`config.mk`:
```
export PLATFORM = sky130hd
export DESIGN_NAME = am_symbol_encoder
export DESIGN_NICKNAME = d
export VERILOG_FILES = /design/src/rtl/am_pkg.sv /design/src/rtl/sync_fifo.sv /design/src/rtl/am_symbol_encoder.sv
export SDC_FILE = /design/constraint.sdc
export NUM_CORES = 1
export LEC_CHECK = 0
export CORE_MARGIN = 3
export CORE_UTILIZATION = 40
export CTS_CLUSTER_DIAMETER = 100
export DETAILED_ROUTE_END_ITERATION = 8
export DONT_BUFFER_PORTS = 1
export SYNTH_ARGS = -nofsm -noshare
export SYNTH_HDL_FRONTEND = slang
export SYNTH_SLANG_ARGS = --single-unit
```
`constraint.sdc`:
```
create_clock -name clk -period 4.5 [get_ports clk]
set_input_delay 0.675 -clock clk [delete_from_list [all_inputs] [get_ports clk]]
set_output_delay 0.675 -clock clk [all_outputs]
set_load 0.01 [all_outputs]
```
`src/rtl/am_pkg.sv`:
```
// Shared constants and elaboration-time helpers for the AM symbol encoder.
package am_pkg;

  localparam int PWM_STEPS_DEF  = 64;
  localparam int SAMPLE_W_DEF   = 8;
  localparam int DEPTH_W_DEF    = 8;
  localparam int FIFO_DEPTH_DEF = 4;

  // Right shift that maps the full-scale signed product onto +/- PWM_STEPS/2.
  function automatic int shift_amt(input int sample_w, input int depth_w, input int pwm_steps);
    return sample_w + depth_w - 1 - $clog2(pwm_steps / 2);
  endfunction

  function automatic int duty_width(input int pwm_steps);
    return $clog2(pwm_steps + 1);
  endfunction

  function automatic int prod_width(input int sample_w, input int depth_w);
    return sample_w + depth_w + 1;
  endfunction

endpackage

```
`src/rtl/sync_fifo.sv`:
```
// Single-clock FIFO with registered occupancy count; pushes when full and
// pops when empty are dropped.
module sync_fifo #(
  parameter int WIDTH = 8,
  parameter int DEPTH = 4
) (
  input  logic                       clk,
  input  logic                       rst,
  input  logic                       push_i,
  input  logic [WIDTH-1:0]           wdata_i,
  input  logic                       pop_i,
  output logic [WIDTH-1:0]           rdata_o,
  output logic                       full_o,
  output logic                       empty_o,
  output logic [$clog2(DEPTH+1)-1:0] count_o
);

  localparam int AW = (DEPTH > 1) ? $clog2(DEPTH) : 1;
  localparam int CW = $clog2(DEPTH + 1);

  logic [WIDTH-1:0] mem_q [DEPTH];
  logic [AW-1:0]    wptr_q, wptr_d;
  logic [AW-1:0]    rptr_q, rptr_d;
  logic [CW-1:0]    count_q, count_d;
  logic             do_push, do_pop;

  assign full_o  = (count_q == CW'(DEPTH));
  assign empty_o = (count_q == '0);
  assign count_o = count_q;
  assign rdata_o = mem_q[rptr_q];

  assign do_push = push_i & ~full_o;
  assign do_pop  = pop_i & ~empty_o;

  // Pointers are power-of-two wide, so plain increment wraps modulo DEPTH.
  always_comb begin
    wptr_d  = wptr_q;
    rptr_d  = rptr_q;
    count_d = count_q;
    if (do_push) wptr_d = wptr_q + AW'(1);
    if (do_pop)  rptr_d = rptr_q + AW'(1);
    case ({do_push, do_pop})
      2'b10:   count_d = count_q + CW'(1);
      2'b01:   count_d = count_q - CW'(1);
      default: count_d = count_q;
    endcase
  end

  always_ff @(posedge clk) begin
    if (rst) begin
      wptr_q  <= '0;
      rptr_q  <= '0;
      count_q <= '0;
    end else begin
      wptr_q  <= wptr_d;
      rptr_q  <= rptr_d;
      count_q <= count_d;
    end
  end

  always_ff @(posedge clk) begin
    if (do_push) mem_q[wptr_q] <= wdata_i;
  end

endmodule

```
`src/rtl/am_symbol_encoder.sv`:
```
// Buffers signed audio samples and, per symbol request, turns one sample into a
// depth-scaled PWM thermometer symbol through a 3-stage registered pipeline.
module am_symbol_encoder
  import am_pkg::*;
#(
  parameter int PWM_STEPS  = PWM_STEPS_DEF,
  parameter int SAMPLE_W   = SAMPLE_W_DEF,
  parameter int DEPTH_W    = DEPTH_W_DEF,
  parameter int FIFO_DEPTH = FIFO_DEPTH_DEF
) (
  input  logic                               clk,
  input  logic                               rst,
  input  logic [SAMPLE_W-1:0]                in_sample,
  input  logic                               in_valid,
  output logic                               in_ready,
  input  logic [DEPTH_W-1:0]                 depth,
  input  logic                               sym_req,
  output logic                               sym_valid,
  output logic [PWM_STEPS-1:0]               symbol,
  output logic [$clog2(PWM_STEPS+1)-1:0]     duty,
  output logic                               busy,
  output logic                               underrun,
  input  logic                               clr_status
);

  localparam int SHIFT  = shift_amt(SAMPLE_W, DEPTH_W, PWM_STEPS);
  localparam int DUTY_W = duty_width(PWM_STEPS);
  localparam int PROD_W = prod_width(SAMPLE_W, DEPTH_W);
  localparam int HALF   = PWM_STEPS / 2;
  localparam int CNT_W  = $clog2(FIFO_DEPTH + 1);
  localparam logic [PWM_STEPS-1:0] SYM_MID = {{HALF{1'b1}}, {HALF{1'b0}}};

  // Input handshake: a push happens on any cycle where in_valid && in_ready;
  // in_ready depends only on the registered FIFO count (and reset), never on
  // this cycle's pop, so a full FIFO refuses a push even while it is popping.
  logic                fifo_full, fifo_empty;
  logic [CNT_W-1:0]    fifo_count;
  logic [SAMPLE_W-1:0] fifo_head;
  logic                do_push, do_pop;

  logic                inflight, accept, underrun_set;

  logic signed [SAMPLE_W-1:0] sample_q, sample_d;
  logic [DEPTH_W-1:0]         depth_q, depth_d;
  logic                       v1_q;
  logic signed [PROD_W-1:0]   prod_q, prod_d;
  logic                       v2_q;
  logic [DUTY_W-1:0]          duty_q, duty_d;
  logic [PWM_STEPS-1:0]       symbol_q, symbol_d;
  logic                       sym_valid_q;
  logic                       underrun_q, underrun_d;

  sync_fifo #(
    .WIDTH (SAMPLE_W),
    .DEPTH (FIFO_DEPTH)
  ) u_fifo (
    .clk     (clk),
    .rst     (rst),
    .push_i  (do_push),
    .wdata_i (in_sample),
    .pop_i   (do_pop),
    .rdata_o (fifo_head),
    .full_o  (fifo_full),
    .empty_o (fifo_empty),
    .count_o (fifo_count)
  );

  assign in_ready = ~rst & ~fifo_full;
  assign do_push  = in_valid & in_ready;

  // A request landing while any stage is occupied is dropped outright.
  assign inflight     = v1_q | v2_q | sym_valid_q;
  assign accept       = sym_req & ~inflight & ~rst;
  assign do_pop       = accept & (fifo_count != '0);
  assign underrun_set = accept & fifo_empty;

  assign busy      = ~rst & (sym_req | inflight);
  assign sym_valid = sym_valid_q;
  assign symbol    = symbol_q;
  assign duty      = duty_q;
  assign underrun  = underrun_q;

  // C0: capture the sample (or keep the last one on underrun) and the depth.
  always_comb begin
    sample_d = sample_q;
    depth_d  = depth_q;
    if (accept) begin
      depth_d = depth;
      if (do_pop) sample_d = $signed(fifo_head);
    end
  end

  // C1: signed sample times unsigned depth; depth gets a zero sign bit.
  always_comb begin
    logic signed [PROD_W-1:0] samp_ext;
    logic signed [PROD_W-1:0] dep_ext;
    samp_ext = PROD_W'(sample_q);
    dep_ext  = {{(PROD_W-DEPTH_W){1'b0}}, depth_q};
    prod_d   = samp_ext * dep_ext;
  end

  // C2: centre on half scale, floor-shift, clamp, then build the thermometer.
  always_comb begin
    logic signed [PROD_W-1:0] shifted;
    int d_int;
    shifted = prod_q >>> SHIFT;
    d_int   = HALF + int'(shifted);
    if (d_int < 0)         d_int = 0;
    if (d_int > PWM_STEPS) d_int = PWM_STEPS;
    duty_d = DUTY_W'(d_int);
    symbol_d = '0;
    for (int i = 0; i < PWM_STEPS; i++) begin
      symbol_d[i] = (i >= PWM_STEPS - d_int);
    end
  end

  // Set beats clear when both land in the same cycle.
  always_comb begin
    underrun_d = underrun_q;
    if (clr_status)   underrun_d = 1'b0;
    if (underrun_set) underrun_d = 1'b1;
  end

  always_ff @(posedge clk) begin
    if (rst) begin
      sample_q    <= '0;
      depth_q     <= '0;
      v1_q        <= 1'b0;
      prod_q      <= '0;
      v2_q        <= 1'b0;
      duty_q      <= DUTY_W'(HALF);
      symbol_q    <= SYM_MID;
      sym_valid_q <= 1'b0;
      underrun_q  <= 1'b0;
    end else begin
      sample_q    <= sample_d;
      depth_q     <= depth_d;
      v1_q        <= accept;
      if (v1_q) prod_q <= prod_d;
      v2_q        <= v1_q;
      if (v2_q) begin
        duty_q   <= duty_d;
        symbol_q <= symbol_d;
      end
      sym_valid_q <= v2_q;
      underrun_q  <= underrun_d;
    end
  end

endmodule
```
==> results of run 1 <==
[registers in the layout, indices dropped and copies added, names as in the netlist, 3 cells and up]
signal / cells
u_fifo.mem_q: 32
symbol: 64
prod_q: 7
u_fifo.count_o: 3
depth_q: 8
sample_q: 8
duty: 7
[per-stage QoR]
stage	cell area [µm²]	hold WS, ns
after CTS	8318	0.3139
after global routing	8334	0.3095
after floorplan	7451	0.4709
final	8334	0.3385
after detailed placement	7717	0.4947
after global placement	7717	0.4896
[final timing paths]
path	start	to	slack, ns	cells past startpoint
worst min-delay path	rst	duty[0]	0.34	1
worst min register to register	symbol[21]	symbol[21]	0.50	2
worst max register to register	sample_q[4]	prod_q[14]	0.15	13
worst max-delay path	sample_q[4]	prod_q[14]	0.15	13
[layer usage]
layer	global-route usage (%)	vias up	share of wire [%]
met2	26.88	113	46
met1	24.65	2582	46
met5	0	-	0
met4	5.903	0	1.4
met3	4.839	21	6.2
li1	-	2648	-
[critical path, cell delays in order, from the launching register on]
cell	delay [ns]
dfxtp_1	0.35
and2_1	0.19
fa_1	0.56
fa_1	0.45
fa_1	0.55
inv_1	0.06
fa_1	0.53
inv_1	0.04
ha_1	0.19
or3_1	0.37
o21ai_2	0.19
o21ai_1	0.10
and3_1	0.17
or4_1	0.48
[report_power, final]
group          internal, mW  switching (mW)
clock                 0.878           0.526
sequential             1.30          0.0500
combinational        0.0917           0.158
[layout by cell type (no fill, tap or decap), types with 10 or more instances in the layout]
cell,instances
inv_1,56
o21ai_1,10
o21ai_0,26
edfxtp_1,32
and2_1,44
dfxtp_1,100
ha_1,51
nor2_1,40
clkbuf_16,17
a21oi_1,67
buf_4,23
nand3_1,27
nand2_1,129
fa_1,36
[logic make-up (layout without fill, tap and decap cells)]
kind of cell	Yosys count	count (layout)
buffers and inverters	97	112
AO/OA/AOI/OAI	148	148
XOR/XNOR	13	13
multiplexers	10	10
adder cells (fa/ha/maj)	87	87
flip-flops	137	137
AND/OR/NAND/NOR	290	290
[area by class of cell]
type	count	area, µm²	share of cell area, %
Multi-Input combinational cell	548	3991	47.89
Timing Repair Buffer	23	172.7	2.072
Tap cell	229	286.5	3.438
Clock buffer	23	488.0	5.855
Inverter	57	214.0	2.567
Sequential cell	137	3069	36.83
Clock inverter	9	112.6	1.351
==> metrics.txt, run 1 <==
CORE AREA=18150 µm²; largest net degree at the start of global routing=a little under 90; adder-cell share of the synthesized area=18.24%; Antenna diodes=0; nets@finish=between 800 and 900; Tightest Hold Check Type=input port to register; most area-consuming cells after synthesis=dfxtp_1 28%, edfxtp_1 13%, fa_1 9.7%, ha_1 8.6%, nand2_1 6.5%; worst path required time=4.79 ns; count leader, synth=nand2_1; vias in the first global route=5194; Starting Density=41.06%; CTS Buffer Depth=2; total CTS buffers=17; Gate Count Post-Synth=782; post-synthesis async set-or-reset flop share=0%; final worst path period share=96.60%; final RePlAce weighted congestion=around 0.84; Yosys warning count=0; Final Hold Fails=0; first-pass GRT wire length=28420 µm; Layout area overhead=11.86%; skew final=0.007106 ns; Setup Total Neg Slack=0 ns; maxcap violations=0; Clock transition at path regs=~0.060 ns; Post-CTS Repair Setup Buffers=0; status=completed; Seq cells post-synth=between 100 and 150; Synth Area per Inst=9.528 µm²; Clock Tree Root=clkbuf_16; EDFF count, synth=32; first-pass detailed-route iteration total=5; ratio of cells with drive above 1 in the final layout=10.79%; Clock Latency Late Sink=0.42 ns; IO buf count=0; Die Wd=142.5 µm; final core utilization=45.93%; most frequent cells after synthesis=129 x nand2_1, 105 x dfxtp_1, 67 x a21oi_1; Post-synth top flop=dfxtp_1; via count=5364; final setup vio count=0; peak supply drop=0.2220 mV; Slew @ Worst Pin=a little over 0.8 ns; PwrDens=361.0 nW/µm²; initial antenna violation count=0; Routed WL=between 15000 and 20000 µm; synthesized cell area=about 7500 µm²; placed cells=994; simple logic cell fraction of the synthesized area=18.99%; data arrival time of the critical path=4.64 ns; Setup CP Type=register to register; Die ar.=20300 µm²; Max Clk Rate=0.2301 GHz; Slew HR=approximately 44%; Synth Area in XOR/XNOR=1.780%; CTS resizes=0; post-synthesis cell type count=56; Layout Cells excl Fill=1026; Final Critical Period=roughly 4.3 ns; largest family of logic cells by synthesized area=simple AND/OR/NAND/NOR gates; setup ws final=0.1531 ns; Critical Path Sink Type=register; CP max FO=6; CP startpoint kind=register; post-DR wirelength/cell=17.00 µm; H-Tree Depth=4; Fillers=~1700; share of the synthesized area in the top cell type=28.21%; fin. max-slew vios=0; post-synthesis mux area share=2.687%; vias per cell=5.228; Leakage Power=3.468 nW; Die Ht=142.5 µm; clk sink count=between 100 and 150; Compound-Gate Fraction of Synth Area=11.74%; # DRC=0; CTS tree=done; register area share after synthesis=approximately 41%; syn_nets=890; GRT Total Usage=17.74%; row count=49; num ports=96; 1st-iter DRT viols=around 330; Post-Place Worst Slack=between 0.02 and 0.025 ns; hpwl dp=approximately 13000 µm; Power Total=between 3 and 4 mW; grt total ovfl=0; area leader, netlist=dfxtp_1; Final ANT Viol Nets=0; cts hold-fix bufs=0
Note: power is estimated with default switching activity, not from simulation.
==> inputs of run 2 (changes only) <==
Settings changed: PLACE_DENSITY_LB_ADDON from default to 0.05.
==> metrics.txt, run 2 (same netlist as run 1, synthesis figures left out) <==
status=completed; Storage cell area=3073 µm² (+0.12%); Setup Total Neg Slack=0 ns (unchanged); Post-CTS Repair Setup Buffers=0 (unchanged); via count=5402 (+0.71%); worst r2r path cells=13 (unchanged); Die Ht=142.5 µm (unchanged); Slew HR=13.53% (-31 points); 1st-iter DRT viols=325 (-2.4%); Layout area overhead=11.12%; Die ar.=20300 µm² (unchanged); Fillers=1736 (+0.058%); Clock transition at path regs=0.07 ns (about the same); Largest register FFs=64 (unchanged); skew final=0.01055 ns (+0.003441 ns); Crit path max-delay family=adder cells; largest net degree at the start of global routing=88 (unchanged); CTS tree=done; CP max FO=9 (+3); critical path depth in cells=13 (unchanged); final worst path period share=96.12% (-0.47 points); peak supply drop=0.2520 mV (+14%); setup ws final=0.1745 ns (+0.02134 ns); Clock Tree Root=clkbuf_16; Slew @ Worst Pin=1.288 ns (+0.4564 ns); slowest library cell on the worst path=fa_1; Placed Area=7657 µm² (-0.78%); Die Wd=142.5 µm (unchanged); Final ANT Viol Nets=0 (unchanged); vias per cell=5.306 (+1.5%); Setup CP Type=register to register; CORE AREA=18150 µm² (unchanged); design area=8279 µm² (-0.66%); GRT Total Usage=18.61% (+0.87 points); Buf+Inv Stages, Crit Path=2 (unchanged); hpwl dp=13200 µm (+4.9%); ratio of cells with drive above 1 in the final layout=10.65% (-0.14 points); first-pass detailed-route iteration total=5 (unchanged); total CTS buffers=17 (unchanged); # DRC=0 (unchanged); IO buf count=0 (unchanged); row count=49 (unchanged); first-pass GRT wire length=29700 µm (+4.5%); worst path cell trace=and2_1, fa_1, fa_1, fa_1, inv_1, fa_1, inv_1, ha_1, or3_1, o21ai_2, o21ai_2, and3_1, or4_1; PwrDens=364.7 nW/µm² (+1.0%); area of the multi-input gates=3998 µm² (+0.16%); Max Clk Rate=0.2312 GHz (+0.49%); final RePlAce weighted congestion=0.8132 (-3.8%); num ports=96 (unchanged); data arrival time of the critical path=4.62 ns (-0.02 ns); Final Critical Period=4.326 ns (-0.02134 ns); commonest cells after routing, fill and taps aside=129 x nand2_1, 99 x dfxtp_1, 67 x a21oi_1, 56 x inv_1, 51 x ha_1; CTS Buffer Depth=2 (unchanged); post-DR wirelength/cell=18.00 µm (+5.9%); cts hold-fix bufs=0 (unchanged); most common cell after layout, fill and taps aside=nand2_1; Leakage Power=3.428 nW (-1.1%); maxcap violations=0 (unchanged); Antenna diodes=0 (unchanged); Power Total=3.019 mW (+0.35%); crit-path max cell delay=0.54 ns (-0.02 ns); Final Hold Fails=0 (unchanged); Starting Density=41.06% (unchanged); CP startpoint kind=register; Most common cell on crit path=fa_1; worst path required time=4.80 ns (about the same); unrepaired setup endpoints after global routing=no; grt total ovfl=0 (unchanged); hold path cells=1 (unchanged); H-Tree Depth=4 (unchanged); Tightest Hold Check Type=input port to register; Clock Latency Late Sink=0.42 ns (about the same); vias in the first global route=5443 (+4.8%); Post-Place Worst Slack=0.004237 ns (-0.01941 ns); fin. max-slew vios=0 (unchanged); nets@finish=884 (-0.90%); Critical Path Sink Type=register; Routed WL=18330 µm (+5.1%); initial antenna violation count=0 (unchanged); clk sink count=137 (unchanged); final setup vio count=0 (unchanged)
==> run 2: power by group <==
| group | internal [mW] | switching [mW] |
|---|---|---|
| clock | 0.801 | 0.614 |
| combinational | 0.0889 | 0.159 |
| sequential | 1.30 | 0.0531 |
==> run 2: worst paths after layout <==
path | start | endpoint | slack, ns
worst max-delay path | sample_q[4] | prod_q[14] | 0.17
worst max register to register | sample_q[4] | prod_q[14] | 0.17
worst min register to register | symbol[23] | symbol[23] | 0.51
worst min-delay path | rst | duty[0] | 0.31
==> run 2: metal layers <==
layer  up-vias  track usage [%]  wire length [µm]
met2       121            27.84              8183
li1       2638                -                 -
met4         0            5.853               279
met3        21            5.276              1140
met1      2622            26.17              8725
met5         -                0                 0
==> run 2: cell type report <==
cell class	instances	area share, %
multi-input cells	548	48.28
flip-flops and latches	137	37.12
clock buffers	18	5.305
well taps	229	3.461
inverters	57	2.584
clock inverters	14	1.889
repair buffers	15	1.360
==> run 2: what timing repair did <==
action / CTS / global route
gates resized for setup: 2 / 10
pin swaps: 0 / 2
endpoints found under the setup margin: 1 / 2
==> run 2: per-stage QoR <==
stage / hold WS, ns / util, % / instances
final: 0.3118 / 45.62 / 1018
after global routing: 0.2960 / 45.62 / 1018
after CTS: 0.2957 / 45.49 / 1018
after detailed placement: 0.4999 / 42.20 / 986
after global placement: 0.4874 / 42.20 / 986
after floorplan: 0.4709 / - / 782
==> inputs of run 3 (changes only) <==
Settings changed: ABC_CLOCK_PERIOD_IN_PS from default to 4500, CTS_CLUSTER_SIZE from default to 10.
==> results of run 3 <==
Final layout, timing and power as in run 2 (identical DEF).
